$ cat src/rtl/mips_ctl_pkg.sv
// Shared opcode constants, control-word widths and FSM state type for the ID-stage
// control pipeline.
package mips_ctl_pkg;

  localparam logic [5:0] OP_RTYPE = 6'h00;
  localparam logic [5:0] OP_LW    = 6'h23;
  localparam logic [5:0] OP_SW    = 6'h2b;
  localparam logic [5:0] OP_BEQ   = 6'h04;
  localparam logic [5:0] OP_ADDI  = 6'h08;

  localparam int WB_W = 2;
  localparam int M_W  = 3;
  localparam int EX_W = 4;

  typedef enum logic {
    ST_RUN,
    ST_STALL
  } state_t;

endpackage

$ cat src/rtl/ctl_decode.sv
// Pure combinational opcode decoder producing the WB/M/EX control words and the
// register-usage flags consumed by the load-use hazard check.
module ctl_decode
  import mips_ctl_pkg::*;
#(
  parameter int EXT_OPS = 1
) (
  input  logic            id_valid,
  input  logic [5:0]      opcode,
  output logic [WB_W-1:0] ctl_wb,
  output logic [M_W-1:0]  ctl_m,
  output logic [EX_W-1:0] ctl_ex,
  output logic            uses_rs,
  output logic            uses_rt
);

  // Unknown opcodes and empty slots decode to an all-zero word that touches no registers.
  always_comb begin
    ctl_wb  = '0;
    ctl_m   = '0;
    ctl_ex  = '0;
    uses_rs = 1'b0;
    uses_rt = 1'b0;
    if (id_valid) begin
      case (opcode)
        OP_RTYPE: begin
          ctl_wb  = 2'b10;
          ctl_m   = 3'b000;
          ctl_ex  = 4'b1100;
          uses_rs = 1'b1;
          uses_rt = 1'b1;
        end
        OP_LW: begin
          ctl_wb  = 2'b11;
          ctl_m   = 3'b010;
          ctl_ex  = 4'b0001;
          uses_rs = 1'b1;
        end
        OP_SW: begin
          ctl_wb  = 2'b00;
          ctl_m   = 3'b001;
          ctl_ex  = 4'b0001;
          uses_rs = 1'b1;
          uses_rt = 1'b1;
        end
        OP_BEQ: begin
          ctl_wb  = 2'b00;
          ctl_m   = 3'b100;
          ctl_ex  = 4'b0010;
          uses_rs = 1'b1;
          uses_rt = 1'b1;
        end
        OP_ADDI: begin
          if (EXT_OPS != 0) begin
            ctl_wb  = 2'b10;
            ctl_m   = 3'b000;
            ctl_ex  = 4'b0001;
            uses_rs = 1'b1;
          end
        end
        default: begin
          ctl_wb = '0;
        end
      endcase
    end
  end

endmodule

$ cat src/rtl/id_ctl_pipe.sv
// ID-stage control unit: decode, load-use stall FSM, branch flush, registered ID/EX
// control word and a saturating bubble counter.
module id_ctl_pipe
  import mips_ctl_pkg::*;
#(
  parameter int LOAD_STALL = 1,
  parameter int EXT_OPS    = 1,
  parameter int PCNT_W     = 16
) (
  input  logic              clk,
  input  logic              rst,
  input  logic              id_valid,
  input  logic [5:0]        opcode,
  input  logic [4:0]        id_rs,
  input  logic [4:0]        id_rt,
  input  logic              ex_flush,
  output logic [WB_W-1:0]   ex_ctlwb,
  output logic [M_W-1:0]    ex_ctlm,
  output logic [EX_W-1:0]   ex_ctlex,
  output logic [4:0]        ex_rt,
  output logic              ex_valid,
  output logic              pc_write,
  output logic              ifid_write,
  output logic [PCNT_W-1:0] bubble_cnt
);

  logic [WB_W-1:0] dec_wb;
  logic [M_W-1:0]  dec_m;
  logic [EX_W-1:0] dec_ex;
  logic            uses_rs;
  logic            uses_rt;
  logic            hazard;
  logic            stall;
  logic            do_bubble;
  state_t          state;
  logic [1:0]      cnt;

  ctl_decode #(.EXT_OPS(EXT_OPS)) u_decode (
    .id_valid (id_valid),
    .opcode   (opcode),
    .ctl_wb   (dec_wb),
    .ctl_m    (dec_m),
    .ctl_ex   (dec_ex),
    .uses_rs  (uses_rs),
    .uses_rt  (uses_rt)
  );

  // A load in EX whose destination feeds the ID instruction must not be bypassed yet.
  always_comb begin
    hazard = id_valid & ex_ctlm[1] & (ex_rt != 5'd0) &
             ((uses_rs & (ex_rt == id_rs)) | (uses_rt & (ex_rt == id_rt)));
    stall      = ((state == ST_RUN) & hazard & ~ex_flush) | ((state == ST_STALL) & ~ex_flush);
    do_bubble  = ex_flush | (state == ST_STALL) | hazard;
    pc_write   = ~stall;
    ifid_write = ~stall;
  end

  // cnt holds the bubbles still owed after the one being inserted this cycle.
  always_ff @(posedge clk) begin
    if (rst) begin
      state <= ST_RUN;
      cnt   <= 2'd0;
    end else if (ex_flush) begin
      state <= ST_RUN;
      cnt   <= 2'd0;
    end else if (state == ST_STALL) begin
      cnt <= cnt - 2'd1;
      if (cnt == 2'd1) state <= ST_RUN;
    end else if (hazard && (LOAD_STALL > 1)) begin
      state <= ST_STALL;
      cnt   <= 2'(LOAD_STALL - 1);
    end
  end

  always_ff @(posedge clk) begin
    if (rst || do_bubble) begin
      ex_ctlwb <= '0;
      ex_ctlm  <= '0;
      ex_ctlex <= '0;
      ex_rt    <= 5'd0;
      ex_valid <= 1'b0;
    end else begin
      ex_ctlwb <= dec_wb;
      ex_ctlm  <= dec_m;
      ex_ctlex <= dec_ex;
      ex_rt    <= id_rt;
      ex_valid <= id_valid;
    end
  end

  // Only hazard-driven bubbles are counted; flushes and empty slots are not stalls.
  always_ff @(posedge clk) begin
    if (rst) begin
      bubble_cnt <= '0;
    end else if (stall && (bubble_cnt != {PCNT_W{1'b1}})) begin
      bubble_cnt <= bubble_cnt + PCNT_W'(1);
    end
  end

endmodule

$ cat config.mk
export PLATFORM = sky130hd
export DESIGN_NAME = id_ctl_pipe
export DESIGN_NICKNAME = d
export VERILOG_FILES = /design/src/rtl/mips_ctl_pkg.sv /design/src/rtl/ctl_decode.sv /design/src/rtl/id_ctl_pipe.sv
export SDC_FILE = /design/constraint.sdc
export NUM_CORES = 1
export LEC_CHECK = 0
export CAP_MARGIN = 20
export CORE_ASPECT_RATIO = 1.5
export CORE_MARGIN = 10
export CORE_UTILIZATION = 41
export DETAILED_ROUTE_END_ITERATION = 8
export PLACE_DENSITY = 0.79
export SKIP_CTS_REPAIR_TIMING = 1
export SYNTH_ARGS = -nofsm -noshare
export SYNTH_HDL_FRONTEND = slang
export SYNTH_SLANG_ARGS = --single-unit
export TNS_END_PERCENT = 10
$ cat constraint.sdc
create_clock -name clk -period 2.4 [get_ports clk]
set_clock_uncertainty 0.2 [all_clocks]
set_input_delay 0.36 -clock clk [delete_from_list [all_inputs] [get_ports clk]]
set_output_delay 0.36 -clock clk [all_outputs]
set_load 0.02 [all_outputs]
==> results.tsv, run 1 <==
metric	value	unit
post-synth top area cell	dfxtp_1	
Syn Std Cell Area	0.00164	sq mm
CP required	1840	ps
setup TNS	-465	ps
minimum clock period	2600	ps
relative slew slack	0.653	
PwrDens	430	mW/mm^2
largest net degree at the start of global routing	25	
root buffer cell	clkbuf_8	
fmax	385	MHz
clk buf depth	2	
fin util	0.656	
CTS buffer count	5	
fin area	0.00255	sq mm
Place WS	-710	ps
failing checks	negative setup slack	
outcome	finished, violations left	
Syn Nets	204	
dominant cells by area after synthesis	dfxtp_1, mux2_2, xnor2_1, nor4_1, nor2_1	
post-route clock period utilization	1.08	
Clock Sinks	33	
CTS tree	built	
hold endpoint	ex_ctlm[2]	
WS Path Type	reg2out	
Worst-path clk slew	70	ps
layout cells sized above 1	0.265	
Ys Warns	0	
cell row count	28	
CP arrival	2040	ps
initial DRC count	59	
initial antenna violation count	0	
Gate Count Post-Synth	182	
Synth Register Bits	33	
Antenna Violating Nets Remaining	0	
GR Util All Layers	0.125	
total grt overflow	0	
reported max-cap violation count	0	
Min Hold Slack	197	ps
Routed WL per cell	15.5	um
Startpoint Class	flip-flop	
Layout Nets	274	
total iterations of the first detailed-routing run	4	
setup repair after global routing missed its margin	yes	
Layout fillers	309	
DRC	0	
met2 wire length	2.35	mm
Ports	53	
CP Capture Type	output port	
CP max FO	2	
HP Start	opcode[3]	
cell area after placement	0.00232	sq mm
Netlist cell types	39	
Die Span X	71.6	um
Leak Pwr	0.932	nW
placed cells	290	
post-synthesis sequential area ratio	0.404	
highest metal used	met4	
vias	1620	
Die Y-Extent	97.4	um
peak supply drop	0.506	mV
prevailing post-synth register cell	dfxtp_1	
HPWL Detailed	3.39	mm
die area	0.00697	sq mm
depth of the most critical reg-to-reg path	7	
top cell type's share of synthesized area	0.404	
first-pass GRT wire length	7.24	mm
wirelength, routed	4.61	mm
hold path depth	2	
CTS H-tree lvls	2	
metal3 WL	247	um
wl on met1	1.91	mm
Placer Congestion	0.863	
Finish-stage setup viols	8	
Final Max Slew Viols	0	
Reg2Reg Setup Slack	-60	ps
fin cells	298	
clk_lat worst skew	280	ps
Slew @ Worst Pin	516	ps
Area Overhead vs Synth	56.1	%
core area	0.00389	sq mm
routed vias/inst	5.44	
number of global-route vias before repair	1587	
IO buf count	52	
Final Hold Viols	0	
Final WS setup	-195	ps
starting density of the core	0.421	
Post-synth EDFFs	0	
Antenna diodes	0	
Hold WC Path Type	in2reg	
syn_area_per_cell	8.99	sq um
Async SR Flop Fraction	0	
reg2reg start	ex_rt[1]	
Critical R2R Capture	ex_ctlex[1]	
Total Power	1.10	mW
[power by group]
group,leakage [nW],internal (mW),switching [mW],total (mW)
clock,0.0450,0.201,0.205,0.405
sequential,0.267,0.552,0.00288,0.555
combinational,0.620,0.0710,0.0653,0.136
[worst max-delay path: stages (launching register included)]
cell and delay, ps:
dfxtp_2 320, or4_4 550, o2111ai_4 240, nor4_2 80, nor3_2 250, or2_4 170
buf_4 130
[worst max path at each step]
stage / from / end / slack (ps) / cells after the start
5_1_grt: ex_rt[1] / ifid_write / -310 / 6
6_report: ex_rt[1] / pc_write / -200 / 6
3_5_place_dp: opcode[3] / pc_write / -710 / 7
4_1_cts: opcode[3] / pc_write / -710 / 7
3_3_place_gp: opcode[3] / ifid_write / -660 / 7
2_1_floorplan: ex_rt[1] / pc_write / -120 / 8
[flip-flops by register name, indices dropped and copies added (netlist names)]
name        flops
ex_ctlwb        2
ex_valid        1
ex_rt           5
cnt             2
ex_ctlm         3
ex_ctlex        3
bubble_cnt     16
state           1
[per-layer routing]
layer	global-route usage	vias to the layer above
li1	-	801
met1	0.142	759
met3	0.0460	10
met4	0.0493	0
met5	0	-
met2	0.204	50
[cells in the mapped netlist, drive strengths merged (2+ instances only)]
cell type  instances
ha                 2
nor3              10
nand3              9
clkbuf             5
inv                8
nand4              3
nor2              14
buf                5
mux2               9
or2                2
nor2b              8
or3                3
o31ai              4
nor4              12
xnor2              9
dfxtp             33
xor2               2
nor4b              2
and3               6
nand2              6
o21ai              3
o2111ai            2
or4                7
a21oi              8
and4               2
[final cells by class]
type                            instances  area, sq um  share of cell area
Clock buffer                            6         72.6              0.0284
Clock inverter                          2         10.0             0.00392
Inverter                                8         30.0              0.0118
Multi-Input combinational cell        131         1030               0.404
Sequential cell                        33          663               0.260
Tap cell                               45         56.3              0.0221
Timing Repair Buffer                   73          688               0.270
[cells by family after synthesis]
family | Yosys count | synth area share
compound gates | 19 | 0.0803
mux | 10 | 0.0681
fa+ha+maj | 2 | 0.0153
xor+xnor | 11 | 0.0589
flops | 33 | 0.404
simple gates | 89 | 0.320
buf+inv | 18 | 0.0536
[cells in the final DEF, fill, tap and decap left out, types with 2 or more instances in the layout]
cell type / instances
or2_4: 2
xnor2_1: 8
nor4_1: 2
clkbuf_8: 5
dlymetal6s2s_1: 5
clkdlybuf4s50_1: 44
nor4_2: 9
or4_1: 6
nand2_1: 5
or3_1: 3
and3_1: 6
o31ai_1: 4
buf_6: 2
xor2_1: 2
inv_1: 8
a21oi_1: 7
nor2b_1: 8
dfxtp_1: 31
ha_1: 2
and4_1: 2
buf_4: 21
nor3_2: 3
mux2_2: 9
o21ai_0: 3
dfxtp_2: 2
nor2_1: 14
clkinv_2: 2
nand4_1: 3
nand3_1: 8
nor3_1: 7
Note: power is estimated with default switching activity, not from simulation.
==> inputs of run 2 (changes only) <==
--- a/config.mk
+++ b/config.mk
@@ -5,7 +5,7 @@
 export SDC_FILE = /design/constraint.sdc
 export NUM_CORES = 1
 export LEC_CHECK = 0
-export CAP_MARGIN = 20
+export CAP_MARGIN = 30
 export CORE_ASPECT_RATIO = 1.5
 export CORE_MARGIN = 10
 export CORE_UTILIZATION = 41
@@ -14,5 +14,6 @@
 export SKIP_CTS_REPAIR_TIMING = 1
 export SYNTH_ARGS = -nofsm -noshare
 export SYNTH_HDL_FRONTEND = slang
+export SYNTH_HIERARCHICAL = 1
 export SYNTH_SLANG_ARGS = --single-unit
 export TNS_END_PERCENT = 10
==> run 2 against run 1 <==
  * Worst hold slack improved by 110 ps
  * Largest power group unchanged
  * First-iteration DRC count increased by 110%
  * Die area up 2.2%
  * Register-to-register slack better by 240 ps
  * The run still ends with negative setup slack left
  * Fmax rose by 5.4%
  * Clock power rose by 23%
  * Sequential share of layout area increased by 1.2 points
  * Synthesized area up 2.9%
  * Clock-buffer cell count rose by 2
  * Critical path type is now in2out
  * Global-route usage decreased by 0.22 points
==> results.tsv, run 2 <==
metric	value	unit	change
Synth Area in Adders	0.0149		-0.000432
CP max FO	3		+1
Finish-stage setup viols	2		-6
starting density of the core	0.425		+0.00457
Critical Path End	ifid_write		
CP bufs+invs	2		+1
Crit path depth	9		+3
DRC	0		unchanged
Syn Nets	210		+2.9%
Async SR Flop Fraction	0		unchanged
Synth Area in Simple Gates	0.332		+0.0118
core area	0.00396	sq mm	+1.8%
largest net degree at the start of global routing	27		+8.0%
Final Hold Viols	0		unchanged
most frequent cells in the layout	clkdlybuf4s50_1, dfxtp_1, buf_4, and2_1, xnor2_1		
Min Hold Slack	307	ps	+110 ps
fin area	0.00250	sq mm	-2.0%
post-synthesis mux area share	0.0387		-0.0294
Netlist cell types	38		-2.6%
reg2reg start	bubble_cnt[8]		
syn_area_per_cell	8.95	sq um	-0.38%
post-synth top area cell	dfxtp_1		
Synth Register Bits	34		+3.0%
relative slew slack	0.762		+0.109
Post-synth EDFFs	0		unchanged
Antenna diodes	0		unchanged
prevailing post-synth register cell	dfxtp_1		
Final Max Slew Viols	0		unchanged
commonest non-fill, non-tap cell in the layout	clkdlybuf4s50_1		
Max stage delay cell, worst path	or4_4		
Slew @ Worst Pin	355	ps	-161 ps
Largest regs	bubble_cnt (16), ex_rt (5), ex_ctlex (4)		
clk_lat worst skew	280	ps	about the same
total grt overflow	0		unchanged
GR Util All Layers	0.123		-0.00224
Reg2Reg Setup Slack	180	ps	+240 ps
peak supply drop	0.369	mV	-27%
CTS H-tree lvls	2		unchanged
number of global-route vias before repair	1609		+1.4%
crit path cell chain	buf_6, or4_4, nor2_4, o21a_1, nand2_1, o22ai_2, a21oi_2, nand2b_4, buf_6		
Final WS setup	-62.0	ps	+133 ps
dominant cells by area after synthesis	dfxtp_1, xnor2_1, and2_1, a21oi_1, nor3_1		
Area Overhead vs Synth	48.7	%	
Antenna Violating Nets Remaining	0		unchanged
Die Span X	72.3	um	+1.0%
post-route clock period utilization	1.03		-0.0554
PwrDens	471	mW/mm^2	+9.6%
most used cell, CP	buf_6		
clk buf depth	2		unchanged
Clock Sinks	34		+3.0%
CP required	1840	ps	about the same
Startpoint Class	input port		
CTS buffer count	5		unchanged
Worst-path clk slew	70	ps	about the same
register with the most flip-flops	bubble_cnt		
initial DRC count	126		+110%
die area	0.00712	sq mm	+2.2%
outcome	finished, violations left		
total iterations of the first detailed-routing run	4		unchanged
Compound-Gate Fraction of Synth Area	0.113		+0.0327
cell area after placement	0.00235	sq mm	+1.3%
main combinational cell family by area after synthesis	simple AND/OR/NAND/NOR gates		
Syn Std Cell Area	0.00168	sq mm	+2.9%
initial antenna violation count	0		unchanged
depth of the most critical reg-to-reg path	6		-1
minimum clock period	2460	ps	-133 ps
CP Capture Type	output port		
first-pass GRT wire length	7.32	mm	+1.1%
critical path's top delay family	simple AND/OR/NAND/NOR gates		
routed vias/inst	5.37		-1.3%
Post-Synth XOR/XNOR Area	0.0572		-0.00166
Critical R2R Capture	bubble_cnt[15]		
max FFs per register	16		unchanged
fmax	406	MHz	+5.4%
post-synthesis sequential area ratio	0.404		+0.000482
CP arrival	1900	ps	-140 ps
wirelength, routed	4.38	mm	-5.1%
Die Y-Extent	98.5	um	+1.1%
most numerous cell in the Yosys netlist	dfxtp_1		
CP max stage delay	560	ps	about the same
Layout Nets	276		+0.73%
reported max-cap violation count	0		unchanged
top cell type's share of synthesized area	0.404		+0.000482
Hold WC Path Type	reg2reg		
Worst Setup SP	opcode[0]		
Synth top cells by count	dfxtp_1, and2_1, a21oi_1, nor3_1, xnor2_1		
cell row count	28		unchanged
Gate Count Post-Synth	188		+3.3%
Placer Congestion	0.766		-11%
failing checks	negative setup slack		
root buffer cell	clkbuf_8		
WS Path Type	in2out		
Routed WL per cell	14.6	um	-5.8%
CTS tree	built		
HPWL Detailed	3.31	mm	-2.5%
IO buf count	52		unchanged
setup repair after global routing missed its margin	yes		
vias	1610		-0.62%
layout cells sized above 1	0.184		-0.0805
Ports	53		unchanged
hold path depth	2		unchanged
Leak Pwr	0.896	nW	-3.9%
Ys Warns	6		+6
[run 2: cell families (layout without fill, tap and decap cells)]
logic type / Yosys count / in the layout
buffers and inverters: 12 / 79
adders and majority gates: 2 / 2
xor gates and xnor gates: 11 / 11
AOI/OAI and AO/OA: 31 / 31
and+or+nand+nor: 92 / 92
DFF: 34 / 34
muxes: 6 / 6
[run 2: area by class of cell]
cell class | instances | area (sq um)
Multi-Input combinational cell | 142 | 1000
Clock buffer | 8 | 110
Sequential cell | 34 | 681
Tap cell | 45 | 56.3
Timing Repair Buffer | 69 | 648
Inverter | 2 | 7.51
Fill cell | 338 | 1460
[run 2: power breakdown]
group	internal [mW]	leakage, nW	switching (mW)	total [mW]
Combinational	0.0611	0.564	0.0450	0.106
Clock	0.290	0.0575	0.209	0.499
Sequential	0.568	0.275	0.00527	0.574
Total	0.919	0.896	0.260	1.18
[run 2: per-layer routing]
metal	global-route usage	share of wire	up-vias
met4	0.0419	0.013	0
met5	0	0	-
met2	0.201	0.48	62
li1	-	-	808
met1	0.126	0.39	734
met3	0.0733	0.11	6
[run 2: worst min-delay path by stage]
stage | from | endpoint | slack [ps]
2_1_floorplan | ex_flush | cnt[0] | 240
3_3_place_gp | bubble_cnt[14] | bubble_cnt[14] | 280
3_5_place_dp | bubble_cnt[14] | bubble_cnt[14] | 290
4_1_cts | bubble_cnt[14] | bubble_cnt[14] | 300
5_1_grt | bubble_cnt[9] | bubble_cnt[9] | 330
6_report | bubble_cnt[9] | bubble_cnt[9] | 310
[run 2: stage by stage]
stage / instances / setup WS, ps / setup TNS (ps) / power (mW) / utilization
global placement: 291 / -756 / -20440 / 0.692 / 0.591
finish: 300 / -62.0 / -123 / 1.18 / 0.632
global route: 300 / -148 / -565 / 1.22 / 0.632
floorplan: 188 / -297 / -872 / 0.627 / -
detailed placement: 292 / -802 / -16740 / 0.694 / 0.593
CTS: 300 / -800 / -7660 / 1.19 / 0.621
[run 2: worst register-to-register path: cells and delay by family (launching register included)]
kind	cells	cell delay, ps
DFF	1	350
and+or+nand+nor	5	1470
AOI/OAI and AO/OA	1	140
==> inputs of run 3 (changes only) <==
--- a/config.mk
+++ b/config.mk
@@ -10,7 +10,7 @@
 export CORE_MARGIN = 10
 export CORE_UTILIZATION = 41
 export DETAILED_ROUTE_END_ITERATION = 8
-export PLACE_DENSITY = 0.79
+export PLACE_DENSITY = 0.86
 export SKIP_CTS_REPAIR_TIMING = 1
 export SYNTH_ARGS = -nofsm -noshare
 export SYNTH_HDL_FRONTEND = slang
==> run 3 against run 2 <==
  * The run still ends with negative setup slack left
  * Worst setup slack worse by 17 ps
  * Global-route usage up 0.14 points
  * Clock-buffer cell count down 1
  * Non-clock buffer count decreased by 1
  * Die area unchanged
  * Critical path type unchanged
  * Highest routed layer unchanged
==> results.tsv, run 3 (synthesized netlist as in run 2, its figures left out) <==
metric	value	unit	change
clk_lat worst skew	290	ps	about the same
peak supply drop	0.576	mV	+56%
die area	0.00712	sq mm	unchanged
Routed WL per cell	15.2	um	+4.5%
crit path cell chain	buf_6, or4_4, nor2_4, o21a_1, nand2_1, o22ai_2, a21oi_2, nand2b_4, buf_6		
root buffer cell	clkbuf_8		
routed vias/inst	5.43		+1.2%
Hold WC Path Type	reg2reg		
cell row count	28		unchanged
Layout Nets	275		-0.36%
total grt overflow	0		unchanged
Final Max Slew Viols	0		unchanged
CP Capture Type	output port		
vias	1624		+0.87%
CP max stage delay	560	ps	about the same
total iterations of the first detailed-routing run	4		unchanged
Die Y-Extent	98.5	um	unchanged
first-pass GRT wire length	7.32	mm	unchanged
initial antenna violation count	0		unchanged
setup repair after global routing missed its margin	yes		
Startpoint Class	input port		
Largest regs	bubble_cnt (16), ex_rt (5), ex_ctlex (4)		
WS Path Type	in2out		
outcome	finished, violations left		
Ports	53		unchanged
fmax	403	MHz	-0.67%
commonest non-fill, non-tap cell in the layout	clkdlybuf4s50_1		
CTS buffer count	5		unchanged
IO buf count	52		unchanged
Area Overhead vs Synth	51.6	%	
CP max FO	4		+1
Die Span X	72.3	um	unchanged
Antenna diodes	0		unchanged
CP required	1840	ps	about the same
GR Util All Layers	0.124		+0.00136
starting density of the core	0.425		unchanged
HPWL Detailed	3.39	mm	+2.5%
minimum clock period	2480	ps	+16.5 ps
core area	0.00396	sq mm	unchanged
Leak Pwr	0.891	nW	-0.57%
max FFs per register	16		unchanged
fin util	0.644		+0.0123
Slew @ Worst Pin	426	ps	+71.2 ps
failing checks	negative setup slack		
largest net degree at the start of global routing	27		unchanged
Final WS setup	-78.6	ps	-16.5 ps
Clock Sinks	34		unchanged
Max stage delay cell, worst path	or4_4		
number of global-route vias before repair	1620		+0.68%
Total Power	1.20	mW	+1.4%
Worst-path clk slew	60	ps	about the same
CP arrival	1920	ps	+20 ps
CTS tree	built		
most frequent cells in the layout	clkdlybuf4s50_1, dfxtp_1, and2_1, buf_4		
register with the most flip-flops	bubble_cnt		
wirelength, routed	4.56	mm	+4.2%
Placer Congestion	0.846		+10%
reported max-cap violation count	0		unchanged
Antenna Violating Nets Remaining	0		unchanged
DRC	0		unchanged
Finish-stage setup viols	3		+1
clk buf depth	2		unchanged
PwrDens	469	mW/mm^2	-0.53%
post-route clock period utilization	1.03		+0.00690
setup TNS	-165	ps	-41.6 ps
initial DRC count	103		-18%
relative slew slack	0.715		-0.0477
Final Hold Viols	0		unchanged
most used cell, CP	buf_6		
layout cells sized above 1	0.232		+0.0480
CTS H-tree lvls	2		unchanged
## run 3: changes by cell type in the layout (fill, tap and decap cells not counted), moves of 3 or more
cell | previous run | this run
or4_4 | 2 | 6
clkbuf_8 | 8 | 5
a21oi_1 | 10 | 2
a21oi_2 | 3 | 11
buf_4 | 16 | 13
or4_1 | 6 | 2
## run 3: report_power, final
group / total (mW) / switching [mW] / internal [mW]
sequential: 0.573 / 0.00507 / 0.568
clock: 0.516 / 0.206 / 0.311
combinational: 0.105 / 0.0464 / 0.0591
## run 3: metrics by stage
| stage | cells | cell area (sq um) | hold slack, ps | setup slack (ps) |
|---|---|---|---|---|
| after CTS | 296 | 2420 | 296 | -802 |
| final | 299 | 2550 | 313 | -78.6 |
| after global routing | 299 | 2550 | 344 | -174 |
| after detailed placement | 288 | 2320 | 287 | -794 |
| after global placement | 287 | 2310 | 275 | -764 |
| after floorplan | 188 | 1730 | 237 | -297 |
## run 3: worst paths after layout
kind                  startpoint              to  slack, ps  depth (start not counted)
hold / removal    bubble_cnt[14]  bubble_cnt[14]        310                          2
setup reg to reg   bubble_cnt[7]  bubble_cnt[15]         40                          6
hold reg to reg   bubble_cnt[14]  bubble_cnt[14]        310                          2
setup / recovery       opcode[4]      ifid_write        -80                          9
## run 3: layout make-up
cell class	count	area [sq um]
Clock buffer	7	76.3
Clock inverter	1	30.0
Fill cell	320	1410
Inverter	2	7.51
Multi-Input combinational cell	142	1050
Sequential cell	34	681
Tap cell	45	56.3
Timing Repair Buffer	68	648
## run 3: worst max-delay path: cells and delay by family
family | cells | cell delay (ps)
and+or+nand+nor | 4 | 900
AOI/OAI and AO/OA | 3 | 430
buffers and inverters | 2 | 220
## run 3: routing by layer
metal / vias up / part of all wire / track usage
li1: 807 / - / -
met1: 758 / 0.37 / 0.119
met2: 49 / 0.53 / 0.218
met3: 10 / 0.074 / 0.0552
met4: 0 / 0.023 / 0.0568
met5: - / 0 / 0
